--- config.mk ---
export PLATFORM = sky130hd
export DESIGN_NAME = sap1_datapath
export DESIGN_NICKNAME = d
export VERILOG_FILES = /design/src/rtl/sap1_datapath.sv
export SDC_FILE = /design/constraint.sdc
export NUM_CORES = 1
export LEC_CHECK = 0
export CELL_PAD_IN_SITES_DETAIL_PLACEMENT = 0
export CELL_PAD_IN_SITES_GLOBAL_PLACEMENT = 1
export CORE_UTILIZATION = 40
export CTS_CLUSTER_SIZE = 24
export DETAILED_ROUTE_END_ITERATION = 10
export PLACE_DENSITY_LB_ADDON = 0.1
export SKIP_CTS_REPAIR_TIMING = 1
export SYNTH_ARGS = -nofsm -noshare
export SYNTH_HDL_FRONTEND = slang
export SYNTH_SLANG_ARGS = --single-unit
--- constraint.sdc ---
create_clock -name i_clk -period 7.88 [get_ports i_clk]
set_input_delay 1.576 -clock i_clk [delete_from_list [all_inputs] [get_ports i_clk]]
set_output_delay 1.576 -clock i_clk [all_outputs]
set_load 0.1 [all_outputs]
--- src/rtl/sap1_datapath.sv ---
// SAP-1 bus-and-register datapath.
// Holds PC, MAR, a RAM of 2**ADDR_W words, IR, A, B, an adder/subtractor and
// one shared bus. It executes the control word from the sequencer each cycle
// and returns the opcode (IR high nibble) to the sequencer.
// Ports:
//   i_clk, i_rst       rising-edge clock, synchronous active-high reset
//   i_ctrl[11:0]       HLT PC_INC PC_EN MEM_LOAD MEM_EN IR_LOAD IR_EN
//                      A_LOAD A_EN B_LOAD ADDER_SUB ADDER_EN  (bit 11..0)
//   i_prog_*           RAM program-write port (accepted in reset or halt)
//   o_opcode           IR[DATA_W-1:DATA_W-4]
//   o_a_out, o_bus     A register and live bus value
//   o_halted           sticky halt, cleared only by reset
//   o_carry, o_zero    adder flags
//   o_bus_conflict     1-cycle pulse: two or more bus drivers were enabled
//   o_prog_err         1-cycle pulse: program write rejected while running
module sap1_datapath #(
   parameter int ADDR_W = 4,
   parameter int DATA_W = 8
) (
   input  logic              i_clk,
   input  logic              i_rst,
   input  logic [11:0]       i_ctrl,
   input  logic              i_prog_we,
   input  logic [ADDR_W-1:0] i_prog_addr,
   input  logic [DATA_W-1:0] i_prog_data,
   output logic [3:0]        o_opcode,
   output logic [DATA_W-1:0] o_a_out,
   output logic [DATA_W-1:0] o_bus,
   output logic              o_halted,
   output logic              o_carry,
   output logic              o_zero,
   output logic              o_bus_conflict,
   output logic              o_prog_err
);

   logic [ADDR_W-1:0] r_pc;
   logic [ADDR_W-1:0] r_mar;
   logic [DATA_W-1:0] r_ir;
   logic [DATA_W-1:0] r_a;
   logic [DATA_W-1:0] r_b;
   logic              r_carry;
   logic              r_zero;
   logic              r_halted;
   logic              r_bus_conflict;
   logic              r_prog_err;
   logic [DATA_W-1:0] r_ram [2**ADDR_W];

   logic w_hlt, w_pc_inc, w_pc_en, w_mem_load, w_mem_en, w_ir_load;
   logic w_ir_en, w_a_load, w_a_en, w_b_load, w_sub, w_adder_en;

   assign w_hlt      = i_ctrl[11];
   assign w_pc_inc   = i_ctrl[10];
   assign w_pc_en    = i_ctrl[9];
   assign w_mem_load = i_ctrl[8];
   assign w_mem_en   = i_ctrl[7];
   assign w_ir_load  = i_ctrl[6];
   assign w_ir_en    = i_ctrl[5];
   assign w_a_load   = i_ctrl[4];
   assign w_a_en     = i_ctrl[3];
   assign w_b_load   = i_ctrl[2];
   assign w_sub      = i_ctrl[1];
   assign w_adder_en = i_ctrl[0];

   // Subtraction is A + ~B + 1, so carry=1 means "no borrow".
   logic [DATA_W-1:0] w_b_op;
   logic [DATA_W:0]   w_sum;
   logic [DATA_W-1:0] w_alu;
   logic              w_cout;

   assign w_b_op = w_sub ? ~r_b : r_b;
   assign w_sum  = {1'b0, r_a} + {1'b0, w_b_op} + {{DATA_W{1'b0}}, w_sub};
   assign w_alu  = w_sum[DATA_W-1:0];
   assign w_cout = w_sum[DATA_W];

   logic [DATA_W-1:0] w_bus;

   always_comb begin
      w_bus = '0;
      if (w_pc_en)         w_bus = {{(DATA_W-ADDR_W){1'b0}}, r_pc};
      else if (w_mem_en)   w_bus = r_ram[r_mar];
      else if (w_ir_en)    w_bus = {{(DATA_W-ADDR_W){1'b0}}, r_ir[ADDR_W-1:0]};
      else if (w_a_en)     w_bus = r_a;
      else if (w_adder_en) w_bus = w_alu;
   end

   logic [2:0] w_drv_cnt;
   logic       w_conflict;

   assign w_drv_cnt  = {2'b0, w_pc_en} + {2'b0, w_mem_en} + {2'b0, w_ir_en}
                     + {2'b0, w_a_en} + {2'b0, w_adder_en};
   assign w_conflict = (w_drv_cnt >= 3'd2);

   logic w_prog_ok;
   assign w_prog_ok = i_prog_we & (i_rst | r_halted);

   // RAM is deliberately left out of reset so a loaded program survives it.
   always_ff @(posedge i_clk) begin
      if (w_prog_ok) r_ram[i_prog_addr] <= i_prog_data;
   end

   always_ff @(posedge i_clk) begin
      if (i_rst) begin
         r_pc           <= '0;
         r_mar          <= '0;
         r_ir           <= '0;
         r_a            <= '0;
         r_b            <= '0;
         r_carry        <= 1'b0;
         r_zero         <= 1'b0;
         r_halted       <= 1'b0;
         r_bus_conflict <= 1'b0;
         r_prog_err     <= 1'b0;
      end else begin
         r_bus_conflict <= w_conflict;
         r_prog_err     <= i_prog_we & ~r_halted;
         if (!r_halted) begin
            if (w_hlt) begin
               // Halt wins over every other action in the same cycle.
               r_halted <= 1'b1;
            end else begin
               if (w_pc_inc)   r_pc  <= r_pc + ADDR_W'(1);
               if (w_mem_load) r_mar <= w_bus[ADDR_W-1:0];
               if (w_ir_load)  r_ir  <= w_bus;
               if (w_a_load)   r_a   <= w_bus;
               if (w_b_load)   r_b   <= w_bus;
               if (w_adder_en && w_a_load) begin
                  r_carry <= w_cout;
                  r_zero  <= (w_alu == '0);
               end
            end
         end
      end
   end

   assign o_opcode       = r_ir[DATA_W-1:DATA_W-4];
   assign o_a_out        = r_a;
   assign o_bus          = w_bus;
   assign o_halted       = r_halted;
   assign o_carry        = r_carry;
   assign o_zero         = r_zero;
   assign o_bus_conflict = r_bus_conflict;
   assign o_prog_err     = r_prog_err;

endmodule

=== Word-level counts from Yosys, hierarchy flattened ===
Memories as Yosys holds them, arrays and structs flattened. A register that Yosys moved wholly into a read port is not among the register bits.
Cells that the tools add are included.

* Add/sub/neg operators: 7
* Order comparisons: 1
* Multiplexer cells: 12
* Bitwise logic cells: 6
* Reductions and logical operators: 8

{| class="wikitable"
|+ Operators with widths
! kind !! count
|-
| $mux W8 || 6
|-
| $reduce_and A3 Y1 || 6
|-
| $add A8 B8 Y9 || 1
|-
| $add A9 B1 Y9 || 1
|-
| $logic_not A8 Y1 || 1
|-
| $mux W4 || 2
|-
| $not A8 Y8 || 1
|-
| $add A3 B1 Y3 || 2
|-
| $add A4 B1 Y4 const B || 1
|-
| $mux W1 || 4
|-
| $add A2 B1 Y3 || 1
|-
| $ge A3 B2 Y1 const B || 1
|-
| $add A1 B1 Y2 || 1
|-
| $and A1 B1 Y1 || 2
|-
| $not A1 Y1 || 2
|-
| $logic_and A1 B1 Y1 || 1
|-
| $or A1 B1 Y1 || 1
|}

* Flip-flop bits (word level): 37
* Bits in writable memories: 128
* Input port bits: 27
* Output and inout bits: 25
* Logic and storage cells: 45
* Memories kept: 1

{| class="wikitable"
|+ Memory list
! name !! depth !! bits a word !! read ports !! clocked after memory_dff !! write ports !! RTL line !! text
|-
| r_ram || 16 || 8 || 1 || 1 || 1 || 46 || <nowiki>logic [DATA_W-1:0] r_ram [2**ADDR_W];</nowiki>
|}

=== Longest topological paths before layout ===
* Word-level depth: 11
* Mapped depth: 9
* Depth with buffers taken out: 7

=== Worst setup path after synthesis ===
No wires, ideal clock.

* Path type: input to output
* Start: input i_ctrl[1]
* End: output o_bus[1]
* Arrival time: 4697 ps
* Required time: 6304 ps
* Slack: 1607 ps
* Stages on the path: 8
* Buffers on the path: 1
* Cell sequence: buf_6 > mux2_2 > fa_1 > nand3b_1 > a21oi_1 > a21oi_1 > o22a_1 > a31oi_1

* Cells in the longest elaborated chain, start to end: 8

{| class="wikitable"
|+ RTL lines
! item !! RTL line !! text
|-
| from (decl) || 22 || <nowiki>input logic [11:0] i_ctrl,</nowiki>
|-
| $mux W8 || 70 || <nowiki>assign w_b_op = w_sub ? ~r_b : r_b;</nowiki>
|-
| $add A8 B8 Y9 || 71 || <nowiki>assign w_sum = {1'b0, r_a} + {1'b0, w_b_op} + {{DATA_W{1'b0}}, w_sub};</nowiki>
|-
| $add A9 B1 Y9 * || 71 ||
|-
| $mux W8 * || 83 || <nowiki>else if (w_adder_en) w_bus = w_alu;</nowiki>
|-
| $mux W8 * || 82 || <nowiki>else if (w_a_en) w_bus = r_a;</nowiki>
|-
| $mux W8 * || 81 || <nowiki>else if (w_ir_en) w_bus = {{(DATA_W-ADDR_W){1'b0}}, r_ir[ADDR_W-1:0]};</nowiki>
|-
| $mux W8 * || 80 || <nowiki>else if (w_mem_en) w_bus = r_ram[r_mar];</nowiki>
|-
| $mux W8 * || 79 || <nowiki>if (w_pc_en) w_bus = {{(DATA_W-ADDR_W){1'b0}}, r_pc};</nowiki>
|-
| to (decl) || 28 || <nowiki>output logic [DATA_W-1:0] o_bus,</nowiki>
|}

Mark *: on every way between the ends. The rest lies on a longest branch, timed or not.

=== Final worst setup path ===
* Start: input i_ctrl[1]
* End: output o_bus[5]

Same word-level chain as after synthesis.

==> impl_results.md <==
- Outcome: finished, final reports clean
- Bufs and invs on worst path: 3
- Seq/Total Area, Yosys: 61.5%
- Final worst slack: 1.07 ns
- Initial antenna violation count: 0
- Post-synth EDFFs: 128
- Final Hold Fails: 0
- Critical path required time: 6.30 ns
- Adder-cell share of the synthesized area: 2.01%
- Largest family of logic cells by synthesized area: multiplexers
- H-tree depth: 4
- Clock Latency Late Sink: 0.43 ns
- Power Dens Cells: 232 nW/µm²
- Flops & latches, synth: 169
- Worst Path Max Fanout: 8
- Most frequent cells in the layout: edfxtp_1, clkdlybuf4s50_1, dfxtp_1
- Iteration-0 DRC Markers: 337
- Overall global routing resource usage: 20.8%
- Distinct cells, synth: 70
- Vias in the first global route: 4713
- Fin. max-slew vios: 0
- Via count: 4705
- Crit-path slowest cell: clkdlybuf4s50_1
- Core area: 18300 µm²
- Crit path max-delay family: buffers and inverters
- Crit path top cell by count: clkdlybuf4s50_1
- Port Buffers: 51
- Worst-margin pin slew: 1.14 ns
- Max_cap viols: 0
- Syn_nets: 575
- Worst Hold Class: reg2reg
- Vias per cell: 5.72
- Final min period: 6.81 ns
- CTS Buffer Depth: 2
- # setup viols final: 0
- Layout fillers: 1606
- RSZ-0062 raised after global routing: false
- YS warnings: 0
- Main synth FF type: edfxtp_1
- Slew headroom: 23.9%
- Top Ports: 52
- Max stage delay on crit path: 0.97 ns
- Root buffer cell: clkbuf_16
- Worst setup EP type: output port
- Total wire length: 19400 µm
- First-pass GRT wire length: 29100 µm
- Die Y: 140 µm
- Finished layout cell area: 8790 µm²
- Area after DPL: 8230 µm²
- Die ar.: 19500 µm²
- Peak supply drop: 0.000179 V
- Clock Sinks: 169
- Worst setup SP type: input pin
- Crit-path cells: clkdlybuf4s50_1, xor2_1, ha_1, and2_1, a2111oi_2, nor4b_1, o31ai_2, inv_1, clkdlybuf4s50_1
- Compound-Gate Fraction of Synth Area: 10.9%
- Simple-gate share of the synthesized area: 9.24%
- CP Class: in2out
- Rows: 49
- Crit path DAT: 5.24 ns
- Clock skew after layout: 0.0101 ns
- Die X: 140 µm
- Ant. Diodes: 0
- P_leak: 2.90 nW
- Mux contribution to synthesized area: 11.4%
- HPWL after DPL: 12900 µm
- CTS tree: built
- Synth Area in XOR/XNOR: 1.73%
- Share of layout cells above drive strength 1: 13.8%
- Avg Inst Size Synth: 14.1 µm²
- Synthesized instance count: 537
- Area delta synth->final: 15.9%
- DRC violations left: 0
- Gr ovfl total: 0
- Largest net degree at the start of global routing: 45
- Ys async rst share: 0%
- Effective utilization at floorplan: 41.5%
- Wire length per cell: 23.6 µm
- Pre-CTS setup slack: 1.08 ns
- Mapped cell area: 7590 µm²
- Fin crit share: 86.4%
- Clk pin slew, worst setup/hold paths: 0.07 ns
- Final TNS setup: 0 ns
- Final GP Congestion: 0.784
- Final ANT Viol Nets: 0
- Drt first pass iters: 4
- CTS buffer count: 17
- Nets: 618
- Peak Freq: 147 MHz
- Commonest non-fill, non-tap cell in the layout: edfxtp_1
==> power by group <==
group          total (mW)  internal (mW)  switching (mW)
logic               0.248         0.0836           0.165
registers           0.988          0.973          0.0149
clock network       0.800          0.416           0.384
==> worst paths after layout <==
kind         slack, ns  startpoint       end  cells after the start
max               1.07   i_ctrl[1]  o_bus[5]                      9
min               0.46    r_mar[0]      flop                      2
max reg2reg       5.10        flop  r_mar[3]                      6
min reg2reg       0.46    r_mar[0]      flop                      2
==> cells in the mapped netlist (3+ instances only) <==
cell type  number  share of area, %
mux2_2          6              0.89
dfxtp_1        41                11
and2_1          7              0.58
inv_1          12              0.59
xnor2_1         4              0.46
nand3_1        10              0.66
nor3_1          4              0.26
nor3b_1         5              0.49
a32oi_1         4              0.46
a311oi_1        8              0.92
ha_1            9               1.5
and3_1          4              0.33
nand3b_1        7              0.69
mux2i_1         9               1.2
a211oi_1        9              0.89
nand2_1        36               1.8
a21o_1          3              0.30
edfxtp_1      128                51
a21oi_1        20               1.3
mux4_1         14               4.8
a31oi_1         6              0.49
buf_6           3              0.45
nor2_1         39               1.9
nor2b_1         7              0.58
clkbuf_1       16              0.79
mux4_2         15               4.5
o21ai_0        18               1.2
nand2b_1        6              0.49
or2_2           3              0.25
xor2_1         11               1.3
o311ai_0        4              0.46
a31o_2          4              0.46
o221ai_1        3              0.35
o211ai_1        6              0.59
buf_2           7              0.46
buf_4           7              0.69
==> registers in the layout, summed over array words and instances (netlist names), named ones only <==
name	count
o_prog_err	1
r_ir	8
o_a_out	8
o_halted	1
r_ram	128
o_zero	1
r_pc	4
r_mar	4
r_b	8
o_carry	1
o_bus_conflict	1
==> layer usage <==
metal	part of all wire [%]	vias to the layer above	global-route usage (%)
li1	-	2197	-
met2	53	107	36.3
met5	0	-	0
met3	3.5	17	4.13
met4	1.7	0	7.11
met1	42	2384	25.6
==> worst reg2reg max path, stage by stage, from the launching register on <==
cell      delay [ns]
dfxtp_1         0.76
buf_4           0.40
mux4_1          0.61
o22ai_1         0.22
nor4_1          0.10
a32oi_2         0.39
a211oi_1        0.16
==> final cells by class <==
class / count / area [µm²] / area share, %
Sequential cell: 169 / 4660 / 53.1
Multi-Input combinational cell: 321 / 2690 / 30.6
Timing Repair Buffer: 58 / 548 / 6.23
Clock buffer: 17 / 425 / 4.84
Tap cell: 229 / 287 / 3.26
Clock inverter: 15 / 133 / 1.51
Inverter: 13 / 48.8 / 0.555
==> metrics by stage <==
stage                     instances  hold slack [ns]  total power [mW]  utilization (%)
after floorplan                 537            0.436              1.18                -
after global placement          790            0.444              1.25             45.1
after detailed placement        790            0.451              1.26             45.1
after CTS                       822            0.459              2.05             48.1
after global routing            822            0.472              2.10             48.1
final                           822            0.458              2.04             48.1
==> cells by family after synthesis <==
group                    after synthesis
flip-flops                           169
XOR/XNOR                              15
adder cells (fa/ha/maj)               11
AND/OR/NAND/NOR                      140
buffers and inverters                 47
AO/OA/AOI/OAI                        111
multiplexers                          44
Power figures use the tool's default switching activity.
